### config.mk
export PLATFORM = sky130hd
export DESIGN_NAME = axi_clint_xbar_flat
export DESIGN_NICKNAME = d
export VERILOG_FILES = /design/src/rtl/axi_clint_xbar_if.sv /design/src/rtl/axi_clint_xbar.sv /design/src/flat_wrapper.sv
export SDC_FILE = /design/constraint.sdc
export NUM_CORES = 1
export LEC_CHECK = 0
export ABC_AREA = 1
export BUFFER_PORTS_ARGS = -buffer_cell sky130_fd_sc_hd__buf_4
export CORE_UTILIZATION = 49
export DETAILED_ROUTE_END_ITERATION = 16
export PLACE_DENSITY = 0.89
export SLEW_MARGIN = 20
export SYNTH_ARGS = -nofsm -noshare
export SYNTH_HDL_FRONTEND = slang
export SYNTH_SLANG_ARGS = --single-unit
export TNS_END_PERCENT = 30
### constraint.sdc
create_clock -name clk -period 2.1 [get_ports clk]
set_input_delay 0.63 -clock clk [delete_from_list [all_inputs] [get_ports clk]]
set_output_delay 0.63 -clock clk [all_outputs]
set_load 0.02 [all_outputs]
### src/rtl/axi_clint_xbar_if.sv
`default_nettype none
// ============================================================================
// Module      : axi_clint_xbar_if
// Description : Single-beat AXI4-lite style bus (AR/R/AW/W/B) used on both
//               the upstream and io_master sides of axi_clint_xbar.
// Revision    : 1.0  initial release
// ============================================================================
interface axi_clint_xbar_if;
  // Read address channel
  logic        arvalid;
  logic        arready;
  logic [31:0] araddr;
  logic [2:0]  arsize;
  // Read data channel
  logic        rvalid;
  logic        rready;
  logic [31:0] rdata;
  logic [1:0]  rresp;
  // Write address channel
  logic        awvalid;
  logic        awready;
  logic [31:0] awaddr;
  logic [2:0]  awsize;
  // Write data channel
  logic        wvalid;
  logic        wready;
  logic [31:0] wdata;
  logic [3:0]  wstrb;
  // Write response channel
  logic        bvalid;
  logic        bready;
  logic [1:0]  bresp;

  // Transaction initiator side
  modport master (
    output arvalid, araddr, arsize, rready,
    output awvalid, awaddr, awsize, wvalid, wdata, wstrb, bready,
    input  arready, rvalid, rdata, rresp,
    input  awready, wready, bvalid, bresp
  );

  // Transaction target side
  modport slave (
    input  arvalid, araddr, arsize, rready,
    input  awvalid, awaddr, awsize, wvalid, wdata, wstrb, bready,
    output arready, rvalid, rdata, rresp,
    output awready, wready, bvalid, bresp
  );
endinterface
`default_nettype wire

### src/rtl/axi_clint_xbar.sv
`default_nettype none
// ============================================================================
// Module      : axi_clint_xbar
// Description : 1-to-2 address-routing crossbar. Upstream requests that fall
//               inside the CLINT window are served locally (64-bit mtime
//               counter); everything else is forwarded to io_master. One
//               outstanding transaction per direction, reads and writes
//               sequenced independently.
// Revision    : 1.0  initial release
// ============================================================================
module axi_clint_xbar #(
  parameter logic [31:0] CLINT_BASE = 32'h0200_0000,
  parameter logic [31:0] CLINT_SIZE = 32'h0001_0000,
  parameter int unsigned MTIME_DIV  = 1
) (
  input  wire                 clk,
  input  wire                 rst_n,
  axi_clint_xbar_if.slave     s,
  axi_clint_xbar_if.master    m,
  output logic [63:0]         mtime
);

  localparam logic [31:0] c_off_mtime_lo = 32'h0000_BFF8;
  localparam logic [31:0] c_off_mtime_hi = 32'h0000_BFFC;
  localparam logic [31:0] c_presc_last   = 32'(MTIME_DIV - 1);
  localparam logic [1:0]  c_resp_okay    = 2'b00;
  localparam logic [1:0]  c_resp_slverr  = 2'b10;

  typedef enum logic [1:0] {
    R_IDLE   = 2'd0,
    R_EXT_AR = 2'd1,
    R_EXT_R  = 2'd2,
    R_CLINT  = 2'd3
  } r_state_t;

  typedef enum logic [2:0] {
    W_IDLE    = 3'd0,
    W_DATA    = 3'd1,
    W_EXT     = 3'd2,
    W_EXT_B   = 3'd3,
    W_CLINT_B = 3'd4
  } w_state_t;

  // --------------------------------------------------------------------------
  // Declarations
  // --------------------------------------------------------------------------
  r_state_t    r_rstate;
  r_state_t    w_rstate_nxt;
  w_state_t    r_wstate;
  w_state_t    w_wstate_nxt;

  logic [63:0] r_mtime;
  logic [31:0] r_presc;
  logic        w_presc_wrap;

  logic [31:0] r_araddr;
  logic [2:0]  r_arsize;
  logic [31:0] r_rdata;
  logic [1:0]  r_rresp;
  logic [31:0] w_ar_off;
  logic        w_ar_hit;
  logic        w_ar_fire;
  logic [31:0] w_clint_rdata;
  logic [1:0]  w_clint_rresp;

  logic [31:0] r_awaddr;
  logic [2:0]  r_awsize;
  logic        r_aw_hit;
  logic [31:0] r_wdata;
  logic [3:0]  r_wstrb;
  logic [1:0]  r_bresp;
  logic        r_aw_pend;
  logic        r_w_pend;
  logic [31:0] w_aw_off;
  logic        w_aw_hit;
  logic        w_aw_fire;
  logic        w_w_fire;
  logic        w_wr_lo;
  logic        w_wr_hi;
  logic        w_clint_wr;
  logic [31:0] w_merge_half;

  assign mtime = r_mtime;

  // --------------------------------------------------------------------------
  // Address decode (unsigned wrap-around window compare)
  // --------------------------------------------------------------------------
  assign w_ar_off  = s.araddr - CLINT_BASE;
  assign w_ar_hit  = (w_ar_off < CLINT_SIZE);
  assign w_ar_fire = (r_rstate == R_IDLE) && s.arvalid;

  assign w_aw_off  = s.awaddr - CLINT_BASE;
  assign w_aw_hit  = (w_aw_off < CLINT_SIZE);
  assign w_aw_fire = (r_wstate == W_IDLE) && s.awvalid;
  assign w_w_fire  = (r_wstate == W_DATA) && s.wvalid;

  // Offsets of the latched write address, used during the data beat
  assign w_wr_lo    = ((r_awaddr - CLINT_BASE) == c_off_mtime_lo);
  assign w_wr_hi    = ((r_awaddr - CLINT_BASE) == c_off_mtime_hi);
  assign w_clint_wr = w_w_fire && r_aw_hit;

  // CLINT read data sampled at the AR handshake so a same-cycle write is not seen
  always_comb begin
    w_clint_rdata = 32'h0;
    w_clint_rresp = c_resp_slverr;
    if (w_ar_off == c_off_mtime_lo) begin
      w_clint_rdata = r_mtime[31:0];
      w_clint_rresp = c_resp_okay;
    end else if (w_ar_off == c_off_mtime_hi) begin
      w_clint_rdata = r_mtime[63:32];
      w_clint_rresp = c_resp_okay;
    end
  end

  // Byte-merge the incoming write beat into the addressed half of mtime
  always_comb begin
    w_merge_half = w_wr_hi ? r_mtime[63:32] : r_mtime[31:0];
    for (int i = 0; i < 4; i++) begin
      if (s.wstrb[i]) begin
        w_merge_half[8*i +: 8] = s.wdata[8*i +: 8];
      end
    end
  end

  // --------------------------------------------------------------------------
  // mtime counter with prescaler; a CLINT write overrides the increment
  // --------------------------------------------------------------------------
  assign w_presc_wrap = (r_presc == c_presc_last);

  // Prescaler keeps running through writes; mtime either loads or counts
  always_ff @(posedge clk or negedge rst_n) begin
    if (!rst_n) begin
      r_presc <= 32'h0;
      r_mtime <= 64'h0;
    end else begin
      r_presc <= w_presc_wrap ? 32'h0 : (r_presc + 32'd1);
      if (w_clint_wr && w_wr_lo) begin
        r_mtime[31:0] <= w_merge_half;
      end else if (w_clint_wr && w_wr_hi) begin
        r_mtime[63:32] <= w_merge_half;
      end else if (w_presc_wrap) begin
        r_mtime <= r_mtime + 64'd1;
      end
    end
  end

  // --------------------------------------------------------------------------
  // Read FSM
  // --------------------------------------------------------------------------
  // Read state register
  always_ff @(posedge clk or negedge rst_n) begin
    if (!rst_n) begin
      r_rstate <= R_IDLE;
    end else begin
      r_rstate <= w_rstate_nxt;
    end
  end

  // Read next-state and channel outputs; external R is a pure pass-through
  always_comb begin
    w_rstate_nxt = r_rstate;
    s.arready    = 1'b0;
    s.rvalid     = 1'b0;
    s.rdata      = 32'h0;
    s.rresp      = c_resp_okay;
    m.arvalid    = 1'b0;
    m.araddr     = r_araddr;
    m.arsize     = r_arsize;
    m.rready     = 1'b0;
    case (r_rstate)
      R_IDLE: begin
        s.arready = 1'b1;
        if (s.arvalid) begin
          w_rstate_nxt = w_ar_hit ? R_CLINT : R_EXT_AR;
        end
      end
      R_EXT_AR: begin
        m.arvalid = 1'b1;
        if (m.arready) begin
          w_rstate_nxt = R_EXT_R;
        end
      end
      R_EXT_R: begin
        s.rvalid = m.rvalid;
        s.rdata  = m.rdata;
        s.rresp  = m.rresp;
        m.rready = s.rready;
        if (m.rvalid && s.rready) begin
          w_rstate_nxt = R_IDLE;
        end
      end
      R_CLINT: begin
        s.rvalid = 1'b1;
        s.rdata  = r_rdata;
        s.rresp  = r_rresp;
        if (s.rready) begin
          w_rstate_nxt = R_IDLE;
        end
      end
      default: w_rstate_nxt = R_IDLE;
    endcase
  end

  // Read payload capture at the AR handshake
  always_ff @(posedge clk or negedge rst_n) begin
    if (!rst_n) begin
      r_araddr <= 32'h0;
      r_arsize <= 3'h0;
      r_rdata  <= 32'h0;
      r_rresp  <= c_resp_okay;
    end else if (w_ar_fire) begin
      r_araddr <= s.araddr;
      r_arsize <= s.arsize;
      r_rdata  <= w_clint_rdata;
      r_rresp  <= w_clint_rresp;
    end
  end

  // --------------------------------------------------------------------------
  // Write FSM
  // --------------------------------------------------------------------------
  // Write state register
  always_ff @(posedge clk or negedge rst_n) begin
    if (!rst_n) begin
      r_wstate <= W_IDLE;
    end else begin
      r_wstate <= w_wstate_nxt;
    end
  end

  // Write next-state and channel outputs; AW and W downstream retire independently
  always_comb begin
    w_wstate_nxt = r_wstate;
    s.awready    = 1'b0;
    s.wready     = 1'b0;
    s.bvalid     = 1'b0;
    s.bresp      = c_resp_okay;
    m.awvalid    = 1'b0;
    m.awaddr     = r_awaddr;
    m.awsize     = r_awsize;
    m.wvalid     = 1'b0;
    m.wdata      = r_wdata;
    m.wstrb      = r_wstrb;
    m.bready     = 1'b0;
    case (r_wstate)
      W_IDLE: begin
        s.awready = 1'b1;
        if (s.awvalid) begin
          w_wstate_nxt = W_DATA;
        end
      end
      W_DATA: begin
        s.wready = 1'b1;
        if (s.wvalid) begin
          w_wstate_nxt = r_aw_hit ? W_CLINT_B : W_EXT;
        end
      end
      W_EXT: begin
        m.awvalid = r_aw_pend;
        m.wvalid  = r_w_pend;
        if ((!r_aw_pend || m.awready) && (!r_w_pend || m.wready)) begin
          w_wstate_nxt = W_EXT_B;
        end
      end
      W_EXT_B: begin
        s.bvalid = m.bvalid;
        s.bresp  = m.bresp;
        m.bready = s.bready;
        if (m.bvalid && s.bready) begin
          w_wstate_nxt = W_IDLE;
        end
      end
      W_CLINT_B: begin
        s.bvalid = 1'b1;
        s.bresp  = r_bresp;
        if (s.bready) begin
          w_wstate_nxt = W_IDLE;
        end
      end
      default: w_wstate_nxt = W_IDLE;
    endcase
  end

  // Write payload capture and downstream AW/W pending flags
  always_ff @(posedge clk or negedge rst_n) begin
    if (!rst_n) begin
      r_awaddr  <= 32'h0;
      r_awsize  <= 3'h0;
      r_aw_hit  <= 1'b0;
      r_wdata   <= 32'h0;
      r_wstrb   <= 4'h0;
      r_bresp   <= c_resp_okay;
      r_aw_pend <= 1'b0;
      r_w_pend  <= 1'b0;
    end else begin
      if (w_aw_fire) begin
        r_awaddr <= s.awaddr;
        r_awsize <= s.awsize;
        r_aw_hit <= w_aw_hit;
      end
      if (w_w_fire) begin
        r_wdata   <= s.wdata;
        r_wstrb   <= s.wstrb;
        r_bresp   <= (w_wr_lo || w_wr_hi) ? c_resp_okay : c_resp_slverr;
        r_aw_pend <= !r_aw_hit;
        r_w_pend  <= !r_aw_hit;
      end else if (r_wstate == W_EXT) begin
        if (m.awready) begin
          r_aw_pend <= 1'b0;
        end
        if (m.wready) begin
          r_w_pend <= 1'b0;
        end
      end
    end
  end

endmodule
`default_nettype wire

### src/flat_wrapper.sv
// flat-port wrapper written by rule: the top's interface ports become plain ports
module axi_clint_xbar_flat 
#(
  parameter logic [31:0] CLINT_BASE = 32'h0200_0000,
  parameter logic [31:0] CLINT_SIZE = 32'h0001_0000,
  parameter int unsigned MTIME_DIV  = 1
)
  (clk, rst_n, mtime, s_arvalid, s_araddr, s_arsize, s_rready, s_awvalid, s_awaddr, s_awsize, s_wvalid, s_wdata, s_wstrb, s_bready, s_arready, s_rvalid, s_rdata, s_rresp, s_awready, s_wready, s_bvalid, s_bresp, m_arvalid, m_araddr, m_arsize, m_rready, m_awvalid, m_awaddr, m_awsize, m_wvalid, m_wdata, m_wstrb, m_bready, m_arready, m_rvalid, m_rdata, m_rresp, m_awready, m_wready, m_bvalid, m_bresp);
  axi_clint_xbar_if s_i ();
  axi_clint_xbar_if m_i ();
  input  wire clk;
  input  wire rst_n;
  output logic [63:0] mtime;
  input wire logic [$bits(s_i.arvalid)-1:0] s_arvalid;
  input wire logic [$bits(s_i.araddr)-1:0] s_araddr;
  input wire logic [$bits(s_i.arsize)-1:0] s_arsize;
  input wire logic [$bits(s_i.rready)-1:0] s_rready;
  input wire logic [$bits(s_i.awvalid)-1:0] s_awvalid;
  input wire logic [$bits(s_i.awaddr)-1:0] s_awaddr;
  input wire logic [$bits(s_i.awsize)-1:0] s_awsize;
  input wire logic [$bits(s_i.wvalid)-1:0] s_wvalid;
  input wire logic [$bits(s_i.wdata)-1:0] s_wdata;
  input wire logic [$bits(s_i.wstrb)-1:0] s_wstrb;
  input wire logic [$bits(s_i.bready)-1:0] s_bready;
  output wire logic [$bits(s_i.arready)-1:0] s_arready;
  output wire logic [$bits(s_i.rvalid)-1:0] s_rvalid;
  output wire logic [$bits(s_i.rdata)-1:0] s_rdata;
  output wire logic [$bits(s_i.rresp)-1:0] s_rresp;
  output wire logic [$bits(s_i.awready)-1:0] s_awready;
  output wire logic [$bits(s_i.wready)-1:0] s_wready;
  output wire logic [$bits(s_i.bvalid)-1:0] s_bvalid;
  output wire logic [$bits(s_i.bresp)-1:0] s_bresp;
  output wire logic [$bits(m_i.arvalid)-1:0] m_arvalid;
  output wire logic [$bits(m_i.araddr)-1:0] m_araddr;
  output wire logic [$bits(m_i.arsize)-1:0] m_arsize;
  output wire logic [$bits(m_i.rready)-1:0] m_rready;
  output wire logic [$bits(m_i.awvalid)-1:0] m_awvalid;
  output wire logic [$bits(m_i.awaddr)-1:0] m_awaddr;
  output wire logic [$bits(m_i.awsize)-1:0] m_awsize;
  output wire logic [$bits(m_i.wvalid)-1:0] m_wvalid;
  output wire logic [$bits(m_i.wdata)-1:0] m_wdata;
  output wire logic [$bits(m_i.wstrb)-1:0] m_wstrb;
  output wire logic [$bits(m_i.bready)-1:0] m_bready;
  input wire logic [$bits(m_i.arready)-1:0] m_arready;
  input wire logic [$bits(m_i.rvalid)-1:0] m_rvalid;
  input wire logic [$bits(m_i.rdata)-1:0] m_rdata;
  input wire logic [$bits(m_i.rresp)-1:0] m_rresp;
  input wire logic [$bits(m_i.awready)-1:0] m_awready;
  input wire logic [$bits(m_i.wready)-1:0] m_wready;
  input wire logic [$bits(m_i.bvalid)-1:0] m_bvalid;
  input wire logic [$bits(m_i.bresp)-1:0] m_bresp;
  assign s_i.arvalid = s_arvalid;
  assign s_i.araddr = s_araddr;
  assign s_i.arsize = s_arsize;
  assign s_i.rready = s_rready;
  assign s_i.awvalid = s_awvalid;
  assign s_i.awaddr = s_awaddr;
  assign s_i.awsize = s_awsize;
  assign s_i.wvalid = s_wvalid;
  assign s_i.wdata = s_wdata;
  assign s_i.wstrb = s_wstrb;
  assign s_i.bready = s_bready;
  assign s_arready = s_i.arready;
  assign s_rvalid = s_i.rvalid;
  assign s_rdata = s_i.rdata;
  assign s_rresp = s_i.rresp;
  assign s_awready = s_i.awready;
  assign s_wready = s_i.wready;
  assign s_bvalid = s_i.bvalid;
  assign s_bresp = s_i.bresp;
  assign m_arvalid = m_i.arvalid;
  assign m_araddr = m_i.araddr;
  assign m_arsize = m_i.arsize;
  assign m_rready = m_i.rready;
  assign m_awvalid = m_i.awvalid;
  assign m_awaddr = m_i.awaddr;
  assign m_awsize = m_i.awsize;
  assign m_wvalid = m_i.wvalid;
  assign m_wdata = m_i.wdata;
  assign m_wstrb = m_i.wstrb;
  assign m_bready = m_i.bready;
  assign m_i.arready = m_arready;
  assign m_i.rvalid = m_rvalid;
  assign m_i.rdata = m_rdata;
  assign m_i.rresp = m_rresp;
  assign m_i.awready = m_awready;
  assign m_i.wready = m_wready;
  assign m_i.bvalid = m_bvalid;
  assign m_i.bresp = m_bresp;
  axi_clint_xbar #(.CLINT_BASE(CLINT_BASE), .CLINT_SIZE(CLINT_SIZE), .MTIME_DIV(MTIME_DIV)) u_core (.clk(clk), .rst_n(rst_n), .s(s_i), .m(m_i), .mtime(mtime));
endmodule
==> out/qor.yml <==
syn-num-nets: 2359
slowest_cell_on_crit_path: "dfrtp_2"
synth_sequential_area_ratio: 0.4077
finalClockSkew_ps: 11.51
postLayoutSetupSlackWorst_ps: -350.5
clock_sink_count: 244
synth.ff_latch_count: 244
worstHoldPathType: "in -> async"
cts-root-to-sink-buffers: 3
yosys_most_used_dff: "dfrtp_1"
synth_area_leaders: "dfrtp_1, nand2_1, nand3_1, inv_1, nor2_1"
timing.setup.critical_path_class: "reg -> out"
whs_ps: 43.07
worst_pin_slew_ps: 645.4
run_status: "finished with violations"
synth.yosys.warnings: 0
clock_insertion_delay_worst_skew_ps: 560
achievable-frequency_ghz: 0.4081
synth.cell_area_um2: 14980
setup_repair_after_global_routing_missed_its_margin: "true"
synth_commonest_cells: "nand2_1, nand3_1, inv_1"
top_family_by_delay_on_critical_path: "buffers and inverters"
crit_path_cell_trace: "nor2_4 > buf_6 > buf_12 > nand2_4 > o21ai_4 > buf_6 > buf_6"
power.ir.vdd_worst_mv: 1.332
crit_path_end_kind: "primary output"
leakage_power_of_the_design_nw: 11.95
cts_tree: "done"
max-slew-margin-rel: 0.5697
most_frequent_cell_on_the_critical_path: "buf_6"
route.final.wire_length_um: 70290
worst-endpoint-required_ps: 1470
synth-edff-count: 0
antenna_left: 0
vert_die_dim_um: 176.8
post-layout-total-power_mw: 22.42
netSwitchingPower_mw: 9.366
antenna-diode-count: 0
cp_slowest_stage_delay_ps: 440
finalHoldViolations: 0
crit_path_start_kind: "flip-flop"
finalMaxSlewViolations: 0
top_level_ports: 370
die_w_um: 176.8
setup_viol: 95
first_pass_grt_wire_length_um: 98490
drt-vias-per-instance: 5.834
routedWlPerCell_um: 21.90
gp_congestion: 1.031
netlist_instances: 2199
ys_types: 45
aggregate_global_route_resource_usage: 0.4126
finalCoreUtilization: 0.7442
drtIter0Drc: 2294
intPower_mw: 13.05
switching_share: 0.4177
power.clock.fraction: 0.221
hpwl_um: 48000
synth_async_sr_flop_share: 1.000
power.combinational.fraction: 0.464
core_region_area_um2: 29870
port_bufs: 369
synth_most_common_cell: "nand2_1"
design.final.nets: 2960
final_layout_size_suffix_gt1_frac: 0.3157
post-route-drc-count: 0
area_growth_pct: 48.45
max_cap_viol_count: 0
grt_max_degree: 66
number_of_antenna_violations_at_the_first_check_in_global_routing: 0
timing.final.crit_period_ps: 2451
worstPathArrival_ps: 1820
cp_max_fo: 8
postSynthAreaPerCell_um2: 6.811
post-route-period-util: 1.167
cts_root_buf: "clkbuf_16"
cp.buffers_inverters: 4
violations: "setup timing"
cts.htree.levels: 1
detail_route.first_pass.iterations: 6
grt_pass1_vias: 17590
power.density_cell_area_nw_per_um2: 1008
rows: 63
synth.top_cell.area_share: 0.4077
power_frac_seq: 0.314
clk_transition_reported_paths_ps: 60
synth.largest_area_cell: "dfrtp_1"
floorplan.initialDensity: 0.5013
die_area_um2: 31270
number_of_clock_buffers_inserted_by_tritoncts: 27
grt_remaining_overflow: 0
detailroute.via_count: 18720
## power groups by stage
stage / Clock, mW / Sequential, mW / Combinational, mW
2_1_floorplan: 0 / 8.02 / 3.75
3_3_place_gp: 0 / 6.86 / 8.43
3_5_place_dp: 0 / 6.94 / 8.74
4_1_cts: 4.88 / 6.90 / 9.57
5_1_grt: 5.12 / 7.12 / 11.0
6_report: 4.96 / 7.05 / 10.4
## flip-flops by register name (all words and copies together), names as in the netlist, 2 cells and up
signal / flops
u_core.m.awaddr: 32
u_core.m.wdata: 32
u_core.m.wstrb: 4
u_core.r_rstate: 2
u_core.m.awsize: 3
u_core.m.arsize: 3
u_core.r_presc: 32
u_core.mtime: 64
u_core.r_rdata: 32
u_core.m.araddr: 32
u_core.r_wstate: 3
## layout make-up
cell class,count,area [um2]
fillers,2153,7642
repair buffers,649,5502
multi-input cells,1589,8105
flip-flops and latches,244,6123
clock buffers,36,749.5
clock inverters,12,140.1
inverters,289,1125
well taps,390,488.0
## worst paths after layout
kind	startpoint	endpoint	slack, ps	cells past startpoint
min	rst_n	u_core.r_rdata[4]$_DFFE_PN0P_	40	1
min reg2reg	u_core.m.araddr[18]$_DFFE_PN0P_	u_core.m.araddr[18]$_DFFE_PN0P_	480	2
min in group clk	s_arsize[1]	u_core.m.arsize[1]$_DFFE_PN0P_	280	3
max in group asynchronous	rst_n	u_core.r_wstate[0]$_DFFE_PN0P_	1370	2
max reg2reg	u_core.m.awaddr[1]$_DFFE_PN0P_	u_core.mtime[6]$_DFFE_PN0P_	-230	10
max	u_core.r_rstate[0]$_DFFE_PN0P_	s_rdata[23]	-350	7
## layer usage
layer  vias up  share of wire  GRT usage
met5         -              0          0
met4         0          0.068     0.2403
met3       325           0.11    0.08527
met2      1347           0.46     0.6711
met1      8852           0.36     0.5072
li1       8198              -          -
## worst register-to-register path: cells and delay by family, from the launching register on
family / cells / cell delay (ps)
AND/OR/NAND/NOR: 9 / 1620
buffers and inverters: 1 / 230
flip-flops: 1 / 420
## logic make-up after synthesis
logic type	count (synthesis)	share of synthesized area
adder cells (fa/ha/maj)	6	0.005012
AND/OR/NAND/NOR	1363	0.3945
AO/OA/AOI/OAI	148	0.05146
XOR/XNOR	55	0.03216
flip-flops	244	0.4077
multiplexers	17	0.01278
buffers and inverters	366	0.09641
## cell usage in the layout, fill, tap and decap left out, types with 15 or more instances in the layout
cell type / Yosys / routed
nand2_1: 721 / 679
buf_4: 1 / 575
nand3_1: 315 / 294
inv_1: 276 / 266
dfrtp_1: 244 / 230
nor2_1: 192 / 169
o21ai_0: 96 / 69
xor2_1: 50 / 50
nor3_1: 48 / 43
nand4_1: 36 / 36
buf_6: 6 / 35
clkbuf_16: 0 / 30
buf_12: 0 / 30
a21oi_1: 33 / 29
nand2_4: 1 / 28
o21ai_2: 0 / 20
nand3_2: 0 / 20
nor2_4: 3 / 18
nor2_2: 10 / 18
mux2_2: 17 / 17
nor4_1: 16 / 16
nand2_2: 1 / 15
## metrics by stage
| stage | cell area (um2) | worst slack, ps | setup TNS, ps | instances |
|---|---|---|---|---|
| after floorplan | 14990 | -11.80 | -11.80 | 2199 |
| after global placement | 20040 | -141.0 | -2697 | 3123 |
| after detailed placement | 20040 | -278.2 | -7567 | 3123 |
| after CTS | 21380 | -322.5 | -9303 | 3186 |
| after global routing | 22230 | -376.3 | -24840 | 3209 |
| final | 22230 | -350.5 | -18950 | 3209 |
## what timing repair did
item,CTS,global route
gates resized for setup,96,177
pin swaps,6,48
buffers inserted,13,22
hold buffers,0,0
endpoints found under the setup margin,70,204
cloned,3,3
Power figures use the tool's default switching activity.
